File: config.mk
export PLATFORM = sky130hd
export DESIGN_NAME = regblock_monitor
export DESIGN_NICKNAME = d
export VERILOG_FILES = /design/src/rtl/regblock_pkg.sv /design/src/rtl/regblock_shadow.sv /design/src/rtl/regblock_monitor.sv
export SDC_FILE = /design/constraint.sdc
export NUM_CORES = 1
export LEC_CHECK = 0
export BUFFER_PORTS_ARGS = -buffer_cell sky130_fd_sc_hd__buf_2
export CORE_ASPECT_RATIO = 1.75
export CORE_UTILIZATION = 45
export CTS_CLUSTER_DIAMETER = 150
export CTS_CLUSTER_SIZE = 10
export DETAILED_ROUTE_END_ITERATION = 7
export GPL_TIMING_DRIVEN = 1
export PLACE_DENSITY = 0.73
export SETUP_SLACK_MARGIN = 0.2
export SLEW_MARGIN = 20
export SYNTH_ARGS = -nofsm -noshare
export SYNTH_HDL_FRONTEND = slang
export SYNTH_HIERARCHICAL = 1
export SYNTH_SLANG_ARGS = --single-unit
File: constraint.sdc
create_clock -name clk -period 5.5 [get_ports clk]
set_input_delay 1.1 -clock clk [delete_from_list [all_inputs] [get_ports clk]]
set_output_delay 1.1 -clock clk [all_outputs]
set_load 0.05 [all_outputs]
File: src/rtl/regblock_pkg.sv
// Shared types and constants for the regblock read-side monitor.
package regblock_pkg;
  typedef enum logic [1:0] {
    IDLE = 2'd0,
    RUN  = 2'd1,
    FAIL = 2'd2
  } state_t;

  localparam int NUM_ENTRIES = 2;
  localparam int IDX_W       = $clog2(NUM_ENTRIES);
endpackage

File: src/rtl/regblock_shadow.sv
// Shadow copy of the two regblock entries with per-entry valid bits.
module regblock_shadow
  import regblock_pkg::*;
#(
  parameter int WIDTH = 32
) (
  input  logic             clk,
  input  logic             rst_n,
  input  logic             clear,
  input  logic [IDX_W-1:0] wr_index,
  input  logic             en,
  input  logic [WIDTH-1:0] d,
  input  logic [IDX_W-1:0] rd_index,
  output logic [WIDTH-1:0] rd_data,
  output logic             rd_valid
);
  logic [WIDTH-1:0]       data [NUM_ENTRIES];
  logic [NUM_ENTRIES-1:0] valid;

  always_ff @(posedge clk or negedge rst_n) begin
    if (!rst_n) begin
      for (int i = 0; i < NUM_ENTRIES; i++) data[i] <= '0;
      valid <= '0;
    end else if (clear) begin
      valid <= '0;
    end else if (en) begin
      data[wr_index]  <= d;
      valid[wr_index] <= 1'b1;
    end
  end

  // Read sees the pre-write contents, so a same-edge write yields the old value.
  assign rd_data  = data[rd_index];
  assign rd_valid = valid[rd_index];
endmodule

File: src/rtl/regblock_monitor.sv
// Passive checker comparing regblock reads against a shadow copy; captures first divergence.
module regblock_monitor
  import regblock_pkg::*;
#(
  parameter int WIDTH        = 32,
  parameter int READ_LATENCY = 0,
  parameter int CNT_W        = 16
) (
  input  logic             clk,
  input  logic             rst_n,
  input  logic             chk_en,
  input  logic             clear,
  input  logic             wr_index,
  input  logic             en,
  input  logic [WIDTH-1:0] d,
  input  logic             rd_index,
  input  logic [WIDTH-1:0] q,
  output logic             mismatch,
  output logic             err_sticky,
  output logic             err_index,
  output logic [WIDTH-1:0] err_expected,
  output logic [WIDTH-1:0] err_actual,
  output logic [CNT_W-1:0] chk_count,
  output logic [CNT_W-1:0] err_count
);
  state_t           state;
  logic [WIDTH-1:0] sh_data;
  logic             sh_valid;
  logic             active;
  logic             pend_v;
  logic             pend_idx;
  logic [WIDTH-1:0] pend_exp;
  logic             cmp_v;
  logic             cmp_idx;
  logic [WIDTH-1:0] cmp_exp;
  logic             fail;

  regblock_shadow #(.WIDTH(WIDTH)) u_shadow (
    .clk      (clk),
    .rst_n    (rst_n),
    .clear    (clear),
    .wr_index (wr_index),
    .en       (en),
    .d        (d),
    .rd_index (rd_index),
    .rd_data  (sh_data),
    .rd_valid (sh_valid)
  );

  assign active = (state == RUN) || (state == FAIL);

  // Latency-1 pipeline: arming is judged in the read cycle, so a compare
  // already in flight completes even if chk_en drops.
  always_ff @(posedge clk or negedge rst_n) begin
    if (!rst_n) begin
      pend_v   <= 1'b0;
      pend_idx <= 1'b0;
      pend_exp <= '0;
    end else if (clear) begin
      pend_v   <= 1'b0;
    end else begin
      pend_v   <= active && sh_valid && chk_en;
      pend_idx <= rd_index;
      pend_exp <= sh_data;
    end
  end

  always_comb begin
    cmp_v   = 1'b0;
    cmp_idx = 1'b0;
    cmp_exp = '0;
    if (READ_LATENCY == 0) begin
      cmp_v   = active && sh_valid;
      cmp_idx = rd_index;
      cmp_exp = sh_data;
    end else begin
      cmp_v   = pend_v;
      cmp_idx = pend_idx;
      cmp_exp = pend_exp;
    end
  end

  assign fail = cmp_v && (q != cmp_exp);

  always_ff @(posedge clk or negedge rst_n) begin
    if (!rst_n) begin
      state        <= IDLE;
      mismatch     <= 1'b0;
      err_sticky   <= 1'b0;
      err_index    <= 1'b0;
      err_expected <= '0;
      err_actual   <= '0;
      chk_count    <= '0;
      err_count    <= '0;
    end else if (clear) begin
      state        <= IDLE;
      mismatch     <= 1'b0;
      err_sticky   <= 1'b0;
      err_index    <= 1'b0;
      err_expected <= '0;
      err_actual   <= '0;
      chk_count    <= '0;
      err_count    <= '0;
    end else begin
      mismatch <= fail;
      if (cmp_v && (chk_count != '1)) chk_count <= chk_count + 1'b1;
      if (fail && (err_count != '1)) err_count <= err_count + 1'b1;
      case (state)
        IDLE: if (chk_en) state <= RUN;
        RUN: begin
          if (fail) begin
            state        <= FAIL;
            err_sticky   <= 1'b1;
            err_index    <= cmp_idx;
            err_expected <= cmp_exp;
            err_actual   <= q;
          end else if (!chk_en) begin
            state <= IDLE;
          end
        end
        FAIL:    state <= FAIL;
        default: state <= IDLE;
      endcase
    end
  end
endmodule
Yosys cells after proc, flatten, opt, wreduce, memory -nomap -nowiden
Cells that the tools add are included.
{ "totals": {"register_bits": 167, "in_bits": 71, "romBits": 0, "ram_bits": 0, "output_inout_bits": 99, "memories": 0, "latchBits": 0} }
{ "op_classes": {"mul": 0, "order_cmp": 6, "add_sub_neg": 2, "shifts": 0, "n_mux": 34, "bitwise": 4, "div_mod_pow": 0, "n_reduce_logical": 16, "eq_ne": 7} }
{ "op_table": {"columns": ["operator", "count"], "rows": [
  ["32-bit two-way mux", 10],
  ["64-bit bitwise mux", 1],
  ["16-bit two-way mux", 4],
  ["16-bit by 1-bit adder with 16-bit output, second input constant", 2],
  ["32-bit demux with 1-bit select", 1],
  ["16-bit != test, second input constant", 2],
  ["32-bit != test", 1],
  ["2-bit two-way mux", 6],
  ["1-bit two-way mux", 10],
  ["2-bit nonzero test", 5],
  ["1-bit logical AND", 6],
  ["2-bit one-hot mux with 3 select lines", 1],
  ["2-bit AND reduction", 3],
  ["2-bit >= comparator, second input constant", 2],
  ["1-bit by 2-bit less-than comparator with 1-bit output, second input constant", 2],
  ["4-bit != test, second input constant", 1],
  ["1-bit inverter with 2-bit output", 2],
  ["3-bit != test, second input constant", 1],
  ["2-bit by 1-bit equality test with 1-bit output, second input constant", 1],
  ["2-bit equality test, second input constant", 1],
  ["2-bit zero test", 1],
  ["2-bit by 1-bit less-than comparator with 1-bit output, second input constant", 1],
  ["2-bit bitwise OR", 1],
  ["1-bit demux with 1-bit select", 1],
  ["other kinds (3)", 3]
]} }

Longest topological paths before layout
Gate-level depths: netlist of the first run.
{ "logic_depth": {"ltp_word": 9, "mapped_depth": 11, "depth_no_buf": 7} }

Hierarchy
Netlist of the first run, hierarchy kept.
{ "by_module_without_submodules": {"columns": ["module", "seq_area_each_um2", "area_each_um2", "cells_per_inst", "instances"], "rows": [
  ["regblock_monitor", 2527.4, 4956.0, 462, 1],
  ["regblock_shadow", 1651.6, 2864.0, 181, 1]
]} }

Worst setup path before layout of the first run
No wires, ideal clock.
{ "synth_path": {"kind": "input-to-reg", "startpoint": "input port rd_index", "endpoint": "register err_count[3]", "arrival_ps": 3071, "cell_stages": 10, "setup_time_ps": 128, "required_ps": 5372, "path_slack_ps": 2301, "cell_sequence": "buf_2 -> buf_2 -> mux2_2 -> xnor2_1 -> nand4_1 -> nor4_2 -> a21o_2 -> buf_4 -> nor3_1 -> mux2_1"} }
{ "synth_between": {"elab_chain_len": 8} }
{ "synth_rtl": {"columns": ["element", "line", "rtl"], "rows": [
  ["from (decl)", "regblock_monitor.sv:16", "input logic rd_index,"],
  ["1-bit inverter with 2-bit output (not written as such)", "regblock_shadow.sv:33", "assign rd_data = data[rd_index];"],
  ["32-bit two-way mux (not written as such) (3 in series)", "regblock_shadow.sv:33", null],
  ["via cmp_exp[26]", "regblock_monitor.sv:35", "logic [WIDTH-1:0] cmp_exp;"],
  ["32-bit != test", "regblock_monitor.sv:83", "assign fail = cmp_v && (q != cmp_exp);"],
  ["1-bit logical AND", "regblock_monitor.sv:83", null],
  ["1-bit logical AND", "regblock_monitor.sv:107", "if (fail && (err_count != '1)) err_count <= err_count + 1'b1;"],
  ["2-bit nonzero test (no line)", null, null],
  ["to (signal assigned)", "regblock_monitor.sv:107", null],
  ["to (decl)", "regblock_monitor.sv:24", "output logic [CNT_W-1:0] err_count"]
]} }
The timed path passes the listed nets, and every way through them passes these cells. The select of a mux whose other input is x is not followed.
A chain may end at the register's enable or synchronous reset.

Worst setup path after layout of the first run
{ "layout_path": {"startpoint": "input port rd_index", "endpoint": "register err_expected[16]"} }
{ "layout_between": {"elab_chain_len": 8} }
{ "layout_rtl": {"columns": ["element", "line", "rtl"], "rows": [
  ["1-bit inverter with 2-bit output (not written as such)", "regblock_shadow.sv:33", null],
  ["32-bit two-way mux (not written as such) (3 in series)", "regblock_shadow.sv:33", null],
  ["via cmp_exp[30]", "regblock_monitor.sv:35", null],
  ["32-bit != test", "regblock_monitor.sv:83", null],
  ["1-bit logical AND", "regblock_monitor.sv:83", null],
  ["2-bit nonzero test (no line)", null, null],
  ["2-bit AND reduction (no line)", null, null],
  ["to (signal assigned)", "regblock_monitor.sv:115", "err_expected <= cmp_exp;"],
  ["to (decl)", "regblock_monitor.sv:21", "output logic [WIDTH-1:0] err_expected,"]
]} }
The timed path passes the listed nets, and every way through them passes these cells. The select of a mux whose other input is x is not followed.

==> results of run 1 <==
[worst max-delay path: stages]
cell	delay, ns
buf_2	0.67
mux2_2	0.44
xnor2_1	0.18
nand4_1	0.18
nor4_2	0.10
a21oi_4	0.86
buf_12	0.36
mux2i_1	0.25
nor2_1	0.06
[cells by family (layout without fill, tap and decap cells)]
group	Yosys count	in the layout	synth area share, %
XOR/XNOR	47	47	5.26
adder cells (fa/ha/maj)	4	4	0.640
AND/OR/NAND/NOR	192	192	12.1
AO/OA/AOI/OAI	22	22	1.87
buffers and inverters	38	211	2.83
flip-flops	167	167	53.4
other	0	4	0
multiplexers	173	173	23.8
[cell type report]
cell class	count	area share [%]
antenna	4	0.106
clock buffer	19	4.79
clock inverter	13	1.76
inverter	5	0.199
multi-input combinational	438	36.3
sequential	167	44.2
tap	227	3.01
timing repair buffer	174	9.58
[registers in the layout, indices dropped and copies added, names as in the netlist]
signal / cells
chk_count: 16
err_actual: 32
err_count: 16
err_expected: 32
err_index: 1
err_sticky: 1
mismatch: 1
state: 2
u_shadow/data: 64
u_shadow/valid: 2
[final timing paths]
path / from / to / slack, ns
min in group asynchronous: rst_n / err_count[11] / 0.75
max: rd_index / err_expected[16] / 1.49
max in group asynchronous: rst_n / u_shadow/data[60] / 3.63
min reg2reg: u_shadow/data[49] / u_shadow/data[49] / 0.50
max reg2reg: u_shadow/data[30] / err_expected[16] / 2.65
min: u_shadow/data[49] / u_shadow/data[49] / 0.50
[stage by stage]
| stage | utilization (%) | setup slack, ns |
|---|---|---|
| final | 55.7 | 1.49 |
| after detailed placement | 52.0 | 1.03 |
| after CTS | 55.7 | 1.47 |
| after global routing | 55.7 | 1.30 |
| after floorplan | - | 2.30 |
| after global placement | 52.0 | 1.07 |
[per-layer routing]
metal | vias to the layer above | part of all wire (%) | GRT usage (%)
li1 | 2552 | - | -
met1 | 2652 | 38 | 23.2
met2 | 129 | 56 | 38.1
met3 | 24 | 4.0 | 4.43
met4 | 0 | 2.5 | 9.48
met5 | - | 0 | 0
[power by group]
part | internal, µW | total (µW) | switching, µW
sequential | 1330 | 1370 | 46.4
combinational | 197 | 403 | 206
clock | 744 | 1240 | 492
[cell usage in the layout, fill, tap and decap left out, types with 3 or more instances in the layout]
cell	instances
nand2_1	17
inv_6	4
or4_1	5
and3_1	5
buf_2	167
clkinvlp_4	3
o31ai_1	5
nand4_1	13
inv_1	5
mux2_1	11
nor2b_1	9
ha_1	4
mux2i_1	68
buf_4	5
nand3_1	15
or3_1	3
diode_2	4
clkbuf_16	17
xnor2_1	39
mux2_2	94
a21oi_1	8
nor3_1	11
xor2_1	8
nand2b_1	4
bufinv_16	3
dfrtp_1	167
nor2_1	96
==> flow_summary.ini, run 1 <==
[synthesis]
ys.flop_type = dfrtp_1
synth_warnings = 6
synth_edf_count = 0
yosysMostFrequentCell = dfrtp_1
avgSynthCellArea_um2 = 12.2
netlist_instances = 643
synth_area_mm2 = 0.00782
synth-seq-area-share_pct = 53.4
ys_seq_elements = 167
yosys.area.top_type = dfrtp_1
synth-async-reset-ratio_pct = 100
yosysTopAreaCellShare_pct = 53.4
syn_nets = 718
yosys-top-cells-area = dfrtp_1 (53%), mux2_2 (14%), mux2i_1 (8.7%)
synth_cell_types = 42
synthTopCellsByCount = dfrtp_1 (167), nor2_1 (96), mux2_2 (94)

[clocking]
clock_sinks = 167
cts_made_buffers = 17
clockBufferDepth = 2
htree_levels = 4
cts_tree = yes
cts_setup_buffers = 0
root_buffer = clkbuf_16
cts_resized = 0
clk_pin_slew_ns = 0.06
hold_buffers = 0
insertion_delay_ns = 0.42

[timing]
setup_viol = 0
finalSetupTns_ns = 0
max-slew-margin-rel_pct = 26.5
min_period_over_period_pct = 72.9
hold_slack_ns = 0.498
tightest_slew_ns = 1.10
slew_violations = 0
clock.fmax_mhz = 249
rsz0062_at_grt = false
period_needed_ns = 4.01
hold_viol = 0
finalClockSkew_ns = 0.0130

[power_and_ir_drop]
ir_drop_uv = 187
total_power_uw = 3010
power_leakage_uw = 0.00436
power_density_mw_per_mm2 = 319

[floorplanning]
start_util_pct = 46.1
core_area_mm2 = 0.0169
rows = 63
io_pins = 170
die_x_um = 102
die_h_um = 176
die_area_mm2 = 0.0179

[finish]
drive_gt1_share_pct = 38.4
nFillCells = 1449
layout.nets = 878
stdcell_count = 1047
seq_area_mm2 = 0.00418
syn2layout_area_growth_pct = 20.8
fin_area_mm2 = 0.00945
multi_input_area_mm2 = 0.00343

[placement]
place_inst = 1011
dp_hpwl_um = 12600
gp_congestion = 0.756
portBuffers = 169
post_dp_cell_area_mm2 = 0.00882

[detailed_routing]
drc_errors = 0
viasPerCell = 5.12
drt_pre_antenna_iters = 4
vias = 5357
drt_wl_total_um = 17800
ant_nets = 0
wire_per_inst_um = 17.0
drt_iter0_drc = 158

[job]
maxCapViolCount = 0

[hold_path]
hold_depth = 1
min_path_type = register to register

[setup_path]
crit_arrival_ns = 4.28
crit_type = primary input to register
ff2ff_path_depth = 8
cp_data_required_time_ns = 5.78
worstSetupStartpointType = primary input
cp-end-kind = register
cp_max_fo = 42

[grt]
grt-ovfl-total = 0
grt_pass1_wl_um = 28600
antenna_found_initial = 4
first_global_vias = 5528
grt_usage_pct = 21.1
grt_max_degree = 95

[status]
outcome = finished, final reports clean
No activity file was read; power rests on OpenSTA's default activity.
==> run 2: changes to the inputs <==
--- a/config.mk
+++ b/config.mk
@@ -5,6 +5,7 @@
 export SDC_FILE = /design/constraint.sdc
 export NUM_CORES = 1
 export LEC_CHECK = 0
+export ABC_AREA = 1
 export BUFFER_PORTS_ARGS = -buffer_cell sky130_fd_sc_hd__buf_2
 export CORE_ASPECT_RATIO = 1.75
 export CORE_UTILIZATION = 45
@@ -12,7 +13,7 @@
 export CTS_CLUSTER_SIZE = 10
 export DETAILED_ROUTE_END_ITERATION = 7
 export GPL_TIMING_DRIVEN = 1
-export PLACE_DENSITY = 0.73
+export PLACE_DENSITY = 0.72
 export SETUP_SLACK_MARGIN = 0.2
 export SLEW_MARGIN = 20
 export SYNTH_ARGS = -nofsm -noshare
==> constraint.sdc (replaced) <==
create_clock -name clk -period 4.2 [get_ports clk]
set_input_delay 0.84 -clock clk [delete_from_list [all_inputs] [get_ports clk]]
set_output_delay 0.84 -clock clk [all_outputs]
set_load 0.05 [all_outputs]
==> run 2 against run 1 <==
Die area is 8.5% higher. Worst hold slack worse by 0.058 ns. Largest cell class unchanged. Global-route usage is 2.8 points higher. Clock skew is 0.0035 ns lower. Highest routed layer unchanged. Count of clock-buffer cells in the layout is 1 lower. Flip-flop and latch count stayed put. Critical endpoint is now err_actual[9]. Final cell count is 38% higher. Largest power group unchanged. Combinational power is 31% higher. Non-clock buffer count is 8 higher.
==> flow_summary.ini, run 2 <==
[setup_path]
cp-startpoint = rd_index
worstSetupStartpointType = primary input
r2r-end = err_actual[9]
cp-end-kind = register
reg2reg_from = u_shadow/data[57]
cp_max_fo = 52
cp_data_required_time_ns = 4.55
ff2ff_path_depth = 13
crit_type = primary input to register
r2r_slack_ns = 1.92
cp-endpoint = err_actual[9]
crit_arrival_ns = 3.46

[floorplanning]
core_area_mm2 = 0.0185
io_pins = 170
die_h_um = 184
rows = 66
start_util_pct = 45.9
die_x_um = 106
die_area_mm2 = 0.0195

[synthesis]
synth_area_mm2 = 0.00850
synthTopCellsByCount = nand2_1 (335), dfrtp_1 (167), nand3_1 (143)
avgSynthCellArea_um2 = 7.97
synth_warnings = 6
netlist_instances = 1066
ys.flop_type = dfrtp_1
synth-seq-area-share_pct = 49.2
yosysTopAreaCellShare_pct = 49.2
yosys-top-cells-area = dfrtp_1 (49%), nand2_1 (15%), nand3_1 (8.4%)
synth_cell_types = 29
syn_nets = 1141
ys_seq_elements = 167
yosys.area.top_type = dfrtp_1
synth-async-reset-ratio_pct = 100
synth_edf_count = 0
yosysMostFrequentCell = nand2_1

[grt]
grt-ovfl-total = 0
grt_max_degree = 87
antenna_found_initial = 1
first_global_vias = 7300
grt_usage_pct = 23.9
grt_pass1_wl_um = 36500

[clocking]
hold_buffers = 0
htree_levels = 4
cts_resized = 0
clockBufferDepth = 2
clock_sinks = 167
cts_tree = yes
cts_setup_buffers = 0
clk_pin_slew_ns = 0.06
root_buffer = clkbuf_16
cts_made_buffers = 17
insertion_delay_ns = 0.43

[placement]
place_ws_ns = 0.661
gp_congestion = 0.881
portBuffers = 169
dp_hpwl_um = 15900

[detailed_routing]
drt_iter0_drc = 593
drc_errors = 0
vias = 7678
viasPerCell = 5.30
drt_pre_antenna_iters = 5
wire_per_inst_um = 15.8
drt_wl_total_um = 22900
ant_nets = 0

[timing]
slew_violations = 0
setup_viol = 0
max-slew-margin-rel_pct = 30.7
clock.fmax_mhz = 322
tightest_slew_ns = 1.04
hold_viol = 0
period_needed_ns = 3.10
rsz0062_at_grt = false
min_period_over_period_pct = 73.9
finalSetupTns_ns = 0
finalClockSkew_ns = 0.00951
setup_slack_ns = 1.10

[finish]
layout.nets = 1273
fin_util_pct = 54.2
drive_gt1_share_pct = 19.6
nFillCells = 1822
top_register = u_shadow/data
top_regs = u_shadow/data x64, err_actual x32, err_expected x32
largest_reg_flops = 64
final_common_cell = nand2_1
syn2layout_area_growth_pct = 18.1
layout_common_cells = nand2_1 (335), buf_2 (168), dfrtp_1 (167), nand3_1 (143), inv_1 (81)

[power_and_ir_drop]
total_power_uw = 4000
ir_drop_uv = 206
power_density_mw_per_mm2 = 399
power_leakage_uw = 0.00541

[hold_path]
min_path_type = primary input to async pin

[status]
outcome = finished, final reports clean

[job]
maxCapViolCount = 0
==> run 2: kinds of logic after synthesis <==
family | after synthesis | synth area share, %
simple gates | 638 | 34.0
xor+xnor | 35 | 3.61
compound gates | 69 | 4.21
fa+ha+maj | 4 | 0.589
buf+inv | 153 | 8.42
flops | 167 | 49.2
==> run 2: cell type report <==
type / instances / area [µm²] / share of cell area (%)
clock inverters: 13 / 205 / 2.05
diodes: 1 / 2.50 / 0.0249
inverters: 84 / 315 / 3.14
clock buffers: 18 / 429 / 4.28
multi-input cells: 746 / 3600 / 35.9
repair buffers: 182 / 1000 / 9.97
well taps: 238 / 298 / 2.97
flip-flops and latches: 167 / 4180 / 41.7
==> run 2: worst max-delay path, stage by stage <==
cell     delay [ns]
buf_2          0.61
buf_4          0.32
nand2_1        0.06
o21ai_0        0.20
nand2_1        0.12
nand2_1        0.09
nand2_1        0.06
nor2_1         0.10
nand2_1        0.07
nor2_2         0.16
nand2_4        0.09
nand3_2        0.27
buf_12         0.20
nand3_1        0.10
nand2_1        0.14
==> run 2: how the worst min path moves through the flow <==
stage                       from                 to  slack (ns)  depth (start not counted)
3_3_place_gp   u_shadow/data[62]  u_shadow/data[62]        0.45                          2
2_1_floorplan  u_shadow/data[23]  u_shadow/data[23]        0.44                          2
4_1_cts        u_shadow/data[62]  u_shadow/data[62]        0.47                          2
5_1_grt        u_shadow/data[56]  u_shadow/data[56]        0.49                          2
6_report                   rst_n     err_actual[25]        0.44                          1
3_5_place_dp   u_shadow/data[62]  u_shadow/data[62]        0.46                          2
==> run 2: where the power goes <==
group	internal [µW]	switching (µW)
sequential	1720	59.9
combinational	163	366
clock	1050	648
total	2930	1070
==> run 2: routing by layer <==
metal	GRT usage (%)	share of wire [%]	up-vias
li1	-	-	3746
met1	29.5	41	3647
met2	40.7	51	233
met3	3.62	4.5	52
met4	11.7	3.5	0
met5	0	0	-
==> run 2: per-stage QoR <==
step           area (µm²)  instances  hold slack, ns
5_1_grt             10000       1449           0.488
4_1_cts             10000       1448           0.473
3_5_place_dp         9400       1417           0.458
3_3_place_gp         9400       1417           0.453
2_1_floorplan        8500       1066           0.442
6_report            10000       1449           0.440
==> run 3: changes to the inputs <==
==> constraint.sdc (replaced) <==
create_clock -name clk -period 2.9 [get_ports clk]
set_input_delay 0.58 -clock clk [delete_from_list [all_inputs] [get_ports clk]]
set_output_delay 0.58 -clock clk [all_outputs]
set_load 0.05 [all_outputs]
==> run 3 against run 2 <==
Non-clock buffer count increased by 9. Critical path type unchanged. Design area grew 0.49%. Die area unchanged. Via count fell by 0.70%. Largest power group unchanged.
==> flow_summary.ini, run 3 (same netlist as run 2, synthesis figures left out) <==
[detailed_routing]
drt_pre_antenna_iters = 5
vias = 7624
drc_errors = 0
drt_iter0_drc = 556
ant_nets = 0
viasPerCell = 5.23
wire_per_inst_um = 15.6
drt_wl_total_um = 22800

[floorplanning]
die_h_um = 184
die_area_mm2 = 0.0195
die_x_um = 106
core_area_mm2 = 0.0185
io_pins = 170
start_util_pct = 45.9
rows = 66

[timing]
rsz0062_at_grt = false
period_needed_ns = 2.29
max-slew-margin-rel_pct = 51.7
setup_viol = 0
clock.fmax_mhz = 437
setup_slack_ns = 0.611
finalSetupTns_ns = 0
slew_violations = 0
finalClockSkew_ns = 0.0110
tightest_slew_ns = 0.723
hold_viol = 0
min_period_over_period_pct = 78.9
hold_slack_ns = 0.128

[power_and_ir_drop]
power_leakage_uw = 0.00545
p_int_uw = 3940
clkPwrFrac_pct = 39.6
p_sw_share_pct = 28.9
power_density_mw_per_mm2 = 550
power_frac_comb_pct = 14.0
power.switching_uw = 1600
p_seq_share_pct = 46.4
ir_drop_uv = 329

[clocking]
clk_pin_slew_ns = 0.07
root_buffer = clkbuf_16
cts_tree = yes
clock_sinks = 167
cts_resized = 0
cts_setup_buffers = 0
clockBufferDepth = 2
insertion_delay_ns = 0.43
cts_made_buffers = 17
htree_levels = 4
hold_buffers = 0

[grt]
grt_usage_pct = 24.4
grt-ovfl-total = 0
grt_pass1_wl_um = 37000
grt_max_degree = 66
first_global_vias = 7280
antenna_found_initial = 1

[placement]
place_inst = 1426
place_ws_ns = 0.187
gp_congestion = 0.904
dp_hpwl_um = 16100
portBuffers = 169

[setup_path]
r2r_slack_ns = 0.76
cp-startpoint = rd_index
reg2reg_from = u_shadow/data[48]
cp_data_required_time_ns = 3.22
r2r-end = err_sticky
crit_type = primary input to register
crit_arrival_ns = 2.61
cp-endpoint = err_sticky
worstSetupStartpointType = primary input
ff2ff_path_depth = 12
cp_max_fo = 35
cp-end-kind = register

[finish]
drive_gt1_share_pct = 20.3
stdcell_count = 1459
nFillCells = 1816
layout.nets = 1282
layout_common_cells = nand2_1 (335), buf_2 (168), dfrtp_1 (167), nand3_1 (143), inv_1 (81)
top_regs = u_shadow/data x64, err_actual x32, err_expected x32
final_common_cell = nand2_1
top_register = u_shadow/data
largest_reg_flops = 64
syn2layout_area_growth_pct = 18.7

[hold_path]
min_path_type = primary input to async pin

[status]
outcome = finished, final reports clean

[job]
maxCapViolCount = 0
[run 3: changes by cell type in the layout (fill, tap and decap cells not counted)]
cell,before,now
buf_12,4,8
buf_4,9,14
bufinv_16,5,1
clkbuf_1,1,0
clkinvlp_4,3,1
inv_6,0,8
[run 3: worst min path at each step]
stage	start	endpoint	slack (ns)	depth (start not counted)
3_5_place_dp	u_shadow/data[62]	u_shadow/data[62]	0.46	2
3_3_place_gp	u_shadow/data[62]	u_shadow/data[62]	0.45	2
4_1_cts	rst_n	err_count[7]	0.14	1
2_1_floorplan	rst_n	chk_count[0]	0.28	0
6_report	rst_n	err_count[7]	0.13	1
5_1_grt	rst_n	err_count[14]	0.17	1
[run 3: critical path: stages]
cell and delay, ns:
buf_2 0.12, buf_4 0.23, o21ai_0 0.49, nand2_1 0.10, nand2_1 0.08, nand2_1 0.05, nor2_1 0.09, nand2_1 0.06
nor2_2 0.16, nand2_4 0.09, nand3_2 0.13, buf_12 0.20, inv_1 0.05, o21a_1 0.16
[run 3: per-stage QoR]
stage               total power (µW)  util [%]  instance area [µm²]
global route                    5820      54.5                10100
floorplan                       3120         -                 8500
finish                          5550      54.5                10100
global placement                3380      51.4                 9510
detailed placement              3400      51.4                 9510
CTS                             5600      54.5                10100
[run 3: area by class of cell]
| class | count | area [µm²] | share of cell area [%] |
|---|---|---|---|
| Multi-Input combinational cell | 746 | 3600 | 35.7 |
| Antenna cell | 1 | 2.50 | 0.0248 |
| Timing Repair Buffer | 191 | 1120 | 11.1 |
| Sequential cell | 167 | 4180 | 41.5 |
| Tap cell | 238 | 298 | 2.95 |
| Clock buffer | 17 | 425 | 4.22 |
| Inverter | 84 | 315 | 3.13 |
| Clock inverter | 15 | 140 | 1.39 |
[run 3: power groups by stage]
stage                     clock, µW  combinational, µW  sequential (µW)
after floorplan                   0                487             2640
after global placement            0                773             2610
after detailed placement          0                783             2620
after CTS                      2250                786             2570
after global routing           2340                885             2590
final                          2190                778             2570
[run 3: per-layer routing]
| layer | wire length [µm] | global-route usage, % | up-vias |
|---|---|---|---|
| li1 | - | - | 3769 |
| met1 | 9110 | 29.7 | 3583 |
| met2 | 11700 | 41.9 | 227 |
| met3 | 1050 | 3.44 | 45 |
| met4 | 973 | 12.4 | 0 |
| met5 | 0 | 0 | - |
